File: config.mk
export PLATFORM = sky130hd
export DESIGN_NAME = credit_rx_port
export DESIGN_NICKNAME = d
export VERILOG_FILES = /design/src/rtl/credit_rx_port.sv
export SDC_FILE = /design/constraint.sdc
export NUM_CORES = 1
export LEC_CHECK = 0
export CAP_MARGIN = 40
export CORE_MARGIN = 4
export CORE_UTILIZATION = 49
export DETAILED_ROUTE_END_ITERATION = 16
export PLACE_DENSITY = 0.75
export SYNTH_ARGS = -nofsm -noshare
export SYNTH_HDL_FRONTEND = slang
export SYNTH_SLANG_ARGS = --single-unit
File: constraint.sdc
create_clock -name clk -period 1.7 [get_ports clk]
set_input_delay 0.34 -clock clk [delete_from_list [all_inputs] [get_ports clk]]
set_output_delay 0.34 -clock clk [all_outputs]
set_load 0.005 [all_outputs]
File: src/rtl/credit_rx_port.sv
// credit_rx_port
//   Receive end of the PE-to-router credit link. Incoming flits are buffered
//   in a DEPTH-entry FIFO and presented first-word-fall-through to the
//   crossbar. Every flit the crossbar consumes returns one registered credit
//   pulse on co, so a sender that starts with DEPTH credits can never overrun
//   the buffer.
//
// Ports:
//   clk          clock, all state changes on the rising edge
//   RST          synchronous active-high reset
//   datain       flit from sender
//   in_valid     datain carries a flit this cycle
//   dataout      head flit, forced to zero while empty
//   out_valid    FIFO non-empty
//   out_ready    crossbar consumes the head flit this cycle
//   co           credit return pulse, one cycle per consumed flit
//   occupancy    number of stored flits, 0..DEPTH
//   overflow_err sticky: flit arrived while full with no simultaneous pop
module credit_rx_port #(
  parameter int DATA_W = 20,
  parameter int DEPTH  = 4,
  parameter int PTR_W  = 2,
  parameter int CNT_W  = 3
) (
  input  logic              clk,
  input  logic              RST,
  input  logic [DATA_W-1:0] datain,
  input  logic              in_valid,
  output logic [DATA_W-1:0] dataout,
  output logic              out_valid,
  input  logic              out_ready,
  output logic              co,
  output logic [CNT_W-1:0]  occupancy,
  output logic              overflow_err
);

  logic [DATA_W-1:0] mem [DEPTH];
  logic [PTR_W-1:0]  wr_ptr;
  logic [PTR_W-1:0]  rd_ptr;
  logic [CNT_W-1:0]  count;
  logic              full;
  logic              pop;
  logic              push;

  assign full = (count == CNT_W'(DEPTH));
  assign pop  = out_valid & out_ready;
  // A pop in the same edge frees a slot, so a full FIFO may still accept.
  assign push = in_valid & (~full | pop);

  assign out_valid = (count != '0);
  assign dataout   = out_valid ? mem[rd_ptr] : '0;
  assign occupancy = count;

  // Storage needs no reset: reads are masked while empty.
  always_ff @(posedge clk) begin
    if (!RST && push) begin
      mem[wr_ptr] <= datain;
    end
  end

  always_ff @(posedge clk) begin
    if (RST) begin
      wr_ptr       <= '0;
      rd_ptr       <= '0;
      count        <= '0;
      co           <= 1'b0;
      overflow_err <= 1'b0;
    end else begin
      if (push) begin
        wr_ptr <= (wr_ptr == PTR_W'(DEPTH - 1)) ? '0 : wr_ptr + 1'b1;
      end
      if (pop) begin
        rd_ptr <= (rd_ptr == PTR_W'(DEPTH - 1)) ? '0 : rd_ptr + 1'b1;
      end
      unique case ({push, pop})
        2'b10:   count <= count + 1'b1;
        2'b01:   count <= count - 1'b1;
        default: count <= count;
      endcase
      co <= pop;
      if (in_valid && full && !pop) begin
        overflow_err <= 1'b1;
      end
    end
  end

endmodule
-- Word-level counts from Yosys, hierarchy flattened
Memory sizes are Yosys's and may differ from the RTL's. A register that Yosys moved wholly into a read port is not among the register bits.
Index checks and enable logic that the tools add are counted.
- add/sub/neg operators: 4
- equal/unequal tests: 5
- multiplexer cells: 8
- bitwise logic cells: 4
- reduce and logical (&&, ||, !) cells: 7
- operators by type and width (cell ; count):
    $mux W20 ; 1
    $mux W2 ; 4
    $eq A2 B2 Y1 const B ; 3
    $pmux W3 S2 ; 1
    $add A2 B1 Y2 const B ; 2
    $add A3 B1 Y3 const B ; 1
    $eq A3 B3 Y1 const B ; 1
    $logic_and A1 B1 Y1 ; 3
    $reduce_bool A3 Y1 ; 1
    $sub A3 B1 Y3 const B ; 1
    $and A1 B1 Y1 ; 2
    $eq A2 B1 Y1 const B ; 1
    $logic_not A1 Y1 ; 2
    $mux W1 ; 2
    $reduce_bool A2 Y1 ; 1
    $not A1 Y1 ; 1
    $or A1 B1 Y1 ; 1
- register bits: 9
- bits in writable memories: 80
- logic and storage cells: 34
- memories: 1
- memories (name ; depth ; width ; rd ports ; clocked after memory_dff ; wr ports ; RTL line ; source):
    mem ; 4 ; 20 ; 1 ; 1 ; 1 ; 37 ; logic [DATA_W-1:0] mem [DEPTH];

-- Depth between registers and ports, before layout
- word-level depth: 7
- depth in mapped cells: 9
- depth with buffers taken out: 7

-- Worst setup path before layout
No wires, ideal clock.
- path kind: register to register
- from: reg count[1] (netlist: occupancy[1])
- to: reg count[2] (netlist: occupancy[2])
- arrival time: 1821 ps
- data required time: 1626 ps
- setup slack: -196 ps
- cell stages (with the launch flop): 10
- path buffers: 2
- cell sequence: dfxtp_1 > buf_2 > nor3_1 > buf_2 > inv_2 > nand3_1 > fa_1 > nand3b_4 > or3_1 > a31oi_1
- cells in the longest elaborated chain, start to end: 6
- elaborated cells on any way between the ends: 12
- those cells by class: add/sub: 2; eq/ne: 3; mux: 1; bitwise: 4; reduce/logical: 2
- RTL lines (element ; RTL line ; source):
    start: declaration ; 40 ; logic [CNT_W-1:0] count;
    start signal: assignment ; 76 ; 2'b10: count <= count + 1'b1;
    start signal: assignment ; 77 ; 2'b01: count <= count - 1'b1;
    start signal: assignment ; 78 ; default: count <= count;
    $reduce_bool A3 Y1 (*) ; 50 ; assign out_valid = (count != '0);
    net out_valid ; 30 ; output logic out_valid,
    $and A1 B1 Y1 (*) ; 46 ; assign pop = out_valid & out_ready;
    $or A1 B1 Y1 ; 48 ; assign push = in_valid & (~full | pop);
    $and A1 B1 Y1 ; 48 ;
    $eq A2 B1 Y1 / $eq A2 B2 Y1 (equally long branches) ; 75 ; unique case ({push, pop})
    $pmux W3 S2 / $reduce_bool A2 Y1 (equally long branches) ; -- ;
Mark *: on every way through the listed nets, which the timed path passes. The rest lies on a longest branch.
A chain may end at the register's enable or synchronous reset.

==> results.json <==
{
  "p_comb_share_pct": 22.6,
  "clock-sinks": 91,
  "start_util_pct": 50.5,
  "nets": 308,
  "synth_edf_count": 80,
  "htreeDepth": 3,
  "internal_power_mw": 3.69,
  "pwr_density_cell_nw_per_um2": 1050,
  "dp_hpwl_um": 4470,
  "grt_usage_pct": 17.2,
  "synth_top_cell_by_area": "edfxtp_1",
  "cp-end-kind": "output port",
  "yosysMostFrequentCell": "edfxtp_1",
  "drc_errors": 0,
  "rsz0062_at_grt": "yes",
  "clk_path_buf_depth": 2,
  "syn_to_final_growth_pct": 29.4,
  "maxSlewHeadroom_pct": 82.4,
  "startpoint_type": "flip-flop",
  "violations": "negative setup slack",
  "clk_pin_slew_ns": 0.09,
  "grt.overflow.total": 0,
  "ys.flop_type": "edfxtp_1",
  "switchingPower_mw": 1.32,
  "setup_ws_ns": -0.322,
  "cp_cell_sequence": "buf_8 > mux4_2 > nor2b_4 > buf_2",
  "skew_ns": 0.00885,
  "antenna_found_initial": 0,
  "maxCapViolCount": 0,
  "cp_max_fo": 5,
  "p_total_mw": 5.00,
  "arrival_ns": 1.68,
  "yosysSeqAreaShare_pct": 71.2,
  "r2r_setup_slack_ns": -0.07,
  "reg2reg_depth": 9,
  "hold_viol": 0,
  "fillers": 519,
  "min_path_type": "reg -> reg",
  "wl_per_cell_um": 18.5,
  "worstReg2RegEnd": "occupancy[2]$_SDFFE_PP0P_",
  "final-setup-viol-count": 21,
  "seqPwrFrac_pct": 51.4,
  "worstReg2RegStart": "occupancy[1]$_SDFFE_PP0P_",
  "cp_num_buf_inv": 2,
  "grt_pass1_vias": 2084,
  "grt_max_degree": 21,
  "outcome": "finished, violations left",
  "die_area_um2": 8970,
  "synth-seq-cells": 91,
  "min_period_ns": 2.02,
  "design.core.area_um2": 7290,
  "synth-async-reset-ratio_pct": 0,
  "crit_family": "multiplexers",
  "stdcell_area_um2": 4770,
  "fin_cells": 382,
  "rows": 31,
  "p_leak_nw": 1.67,
  "dr.pass1.iters": 4,
  "utilization_pct": 65.4,
  "die_x_um": 94.7,
  "io_pins": 50,
  "drive_gt1_share_pct": 40.6,
  "drt_iter0_drc": 144,
  "clk_latency_ns": 0.34,
  "yosys.area.top_type_share_pct": 65.2,
  "multiInputGateArea_um2": 1050,
  "fin_crit_sh_pct": 119,
  "clockRootBuffer": "clkbuf_8",
  "cts_tree": "yes",
  "swShare_pct": 26.4,
  "cpMaxStageDelayCell": "mux4_2",
  "dieHeight_um": 94.7,
  "layout.area.seq_um2": 2630,
  "worstSetupPathType": "reg -> out",
  "report.final.slew_viol_count": 0,
  "worst_ep_required_time_ns": 1.36,
  "cts_made_buffers": 9,
  "ant_nets": 0,
  "min_from": "overflow_err$_SDFFE_PP0P_",
  "wl_um": 7070,
  "ir_drop_v": 0.000506,
  "cp_slowest_stage_delay_ns": 0.50,
  "n_antenna_cell": 0,
  "dp.cells": 360,
  "synth.distinct_cells": 36,
  "holdPathStages": 2,
  "fmax_mhz": 495,
  "vias_per_cell": 5.31,
  "tightest_slew_ns": 0.263,
  "yosysWarnings": 0,
  "syn_inst": 198,
  "post_dp_cell_area_um2": 4530,
  "synth.area.top_cells": "edfxtp_1, mux4_2, dfxtp_1",
  "portBuffers": 49,
  "synth_common_cells": "edfxtp_1, mux4_2, nor2b_1",
  "synthesis.area_um2": 3680,
  "vias": 2028,
  "postSynthAreaPerCell_um2": 18.6,
  "place_congestion": 0.739,
  "worstHoldEndpoint": "overflow_err$_SDFFE_PP0P_",
  "synth_nets": 228,
  "grt_first_pass_wirelength_um": 11200,
  "power_frac_clock_pct": 26.1
}
worst max path at each step:
stage	startpoint	to	slack, ns	cells past startpoint
2_1_floorplan	occupancy[0]$_SDFFE_PP0P_	occupancy[2]$_SDFFE_PP0P_	0.0002	9
3_3_place_gp	flip-flop	dataout[0]	-0.32	4
3_5_place_dp	flip-flop	dataout[4]	-0.35	4
4_1_cts	flip-flop	dataout[0]	-0.40	4
5_1_grt	flip-flop	dataout[7]	-0.40	4
6_report	flip-flop	dataout[7]	-0.32	4
through the flow:
step / hold WS [ns] / setup TNS, ns / setup WS [ns]
2_1_floorplan: 0.439 / 0 / 0.000158
3_3_place_gp: 0.471 / -29.40 / -0.315
3_5_place_dp: 0.465 / -30.01 / -0.348
4_1_cts: 0.491 / -7.36 / -0.401
5_1_grt: 0.529 / -7.88 / -0.399
6_report: 0.481 / -6.10 / -0.322
flip-flops by register name (all words and copies together), names as in the netlist, named ones only:
signal / flops
wr_ptr: 2
rd_ptr: 2
occupancy: 3
co: 1
mem: 80
overflow_err: 1
power groups by stage:
stage | Clock, mW | Sequential, mW | Combinational, mW
after floorplan | 0 | 2.60 | 0.565
after global placement | 0 | 2.60 | 1.05
after detailed placement | 0 | 2.61 | 1.07
after CTS | 1.33 | 2.57 | 1.13
after global routing | 1.45 | 2.58 | 1.22
final | 1.30 | 2.57 | 1.13
worst register-to-register path, stage by stage (launching register included):
cell      delay [ns]
dfxtp_4         0.37
nor3_4          0.23
buf_6           0.14
inv_4           0.03
nand3_2         0.06
fa_2            0.20
buf_6           0.10
nand3b_4        0.06
or3_1           0.30
a31oi_1         0.20
cell type report:
class,count,share of cell area (%)
inverters,7,0.604
clock buffers,9,2.60
clock inverters,7,1.10
multi-input cells,89,22.0
well taps,99,2.60
flip-flops and latches,91,55.2
repair buffers,80,15.9
what timing repair did:
action	in CTS	in global routing
gates resized for setup	98	22
hold buffers	0	0
cloned	3	0
endpoints found under the setup margin	25	66
buffers inserted	5	1
pin swaps	1	6
layer usage:
metal / part of all wire [%] / GRT usage, %
met1: 43 / 21.9
met2: 52 / 28.9
met3: 3.7 / 2.87
met4: 1.9 / 7.57
met5: 0 / 0
kinds of logic after synthesis:
| family | after synthesis | share of synthesized area [%] |
|---|---|---|
| flip-flops | 91 | 71.2 |
| AND/OR/NAND/NOR | 44 | 7.74 |
| multiplexers | 21 | 12.5 |
| buffers and inverters | 18 | 2.75 |
| AO/OA/AOI/OAI | 16 | 3.09 |
| adder cells (fa/ha/maj) | 6 | 2.24 |
| XOR/XNOR | 2 | 0.476 |
placed cells by master, fill, tap and decap left out, drive strengths merged, types with 2 or more instances in the layout:
cell / count
edfxtp: 80
buf: 50
clkdlybuf4s50: 24
mux4: 20
nor2b: 20
clkbuf: 11
dfxtp: 11
inv: 9
a21oi: 6
nor2: 5
ha: 5
and2: 4
o21ai: 3
dlygate4sd2: 3
nand3: 3
clkinv: 3
o211ai: 2
nand2: 2
or3: 2
clkinvlp: 2
nor3: 2
nand3b: 2
Power figures use the tool's default switching activity.
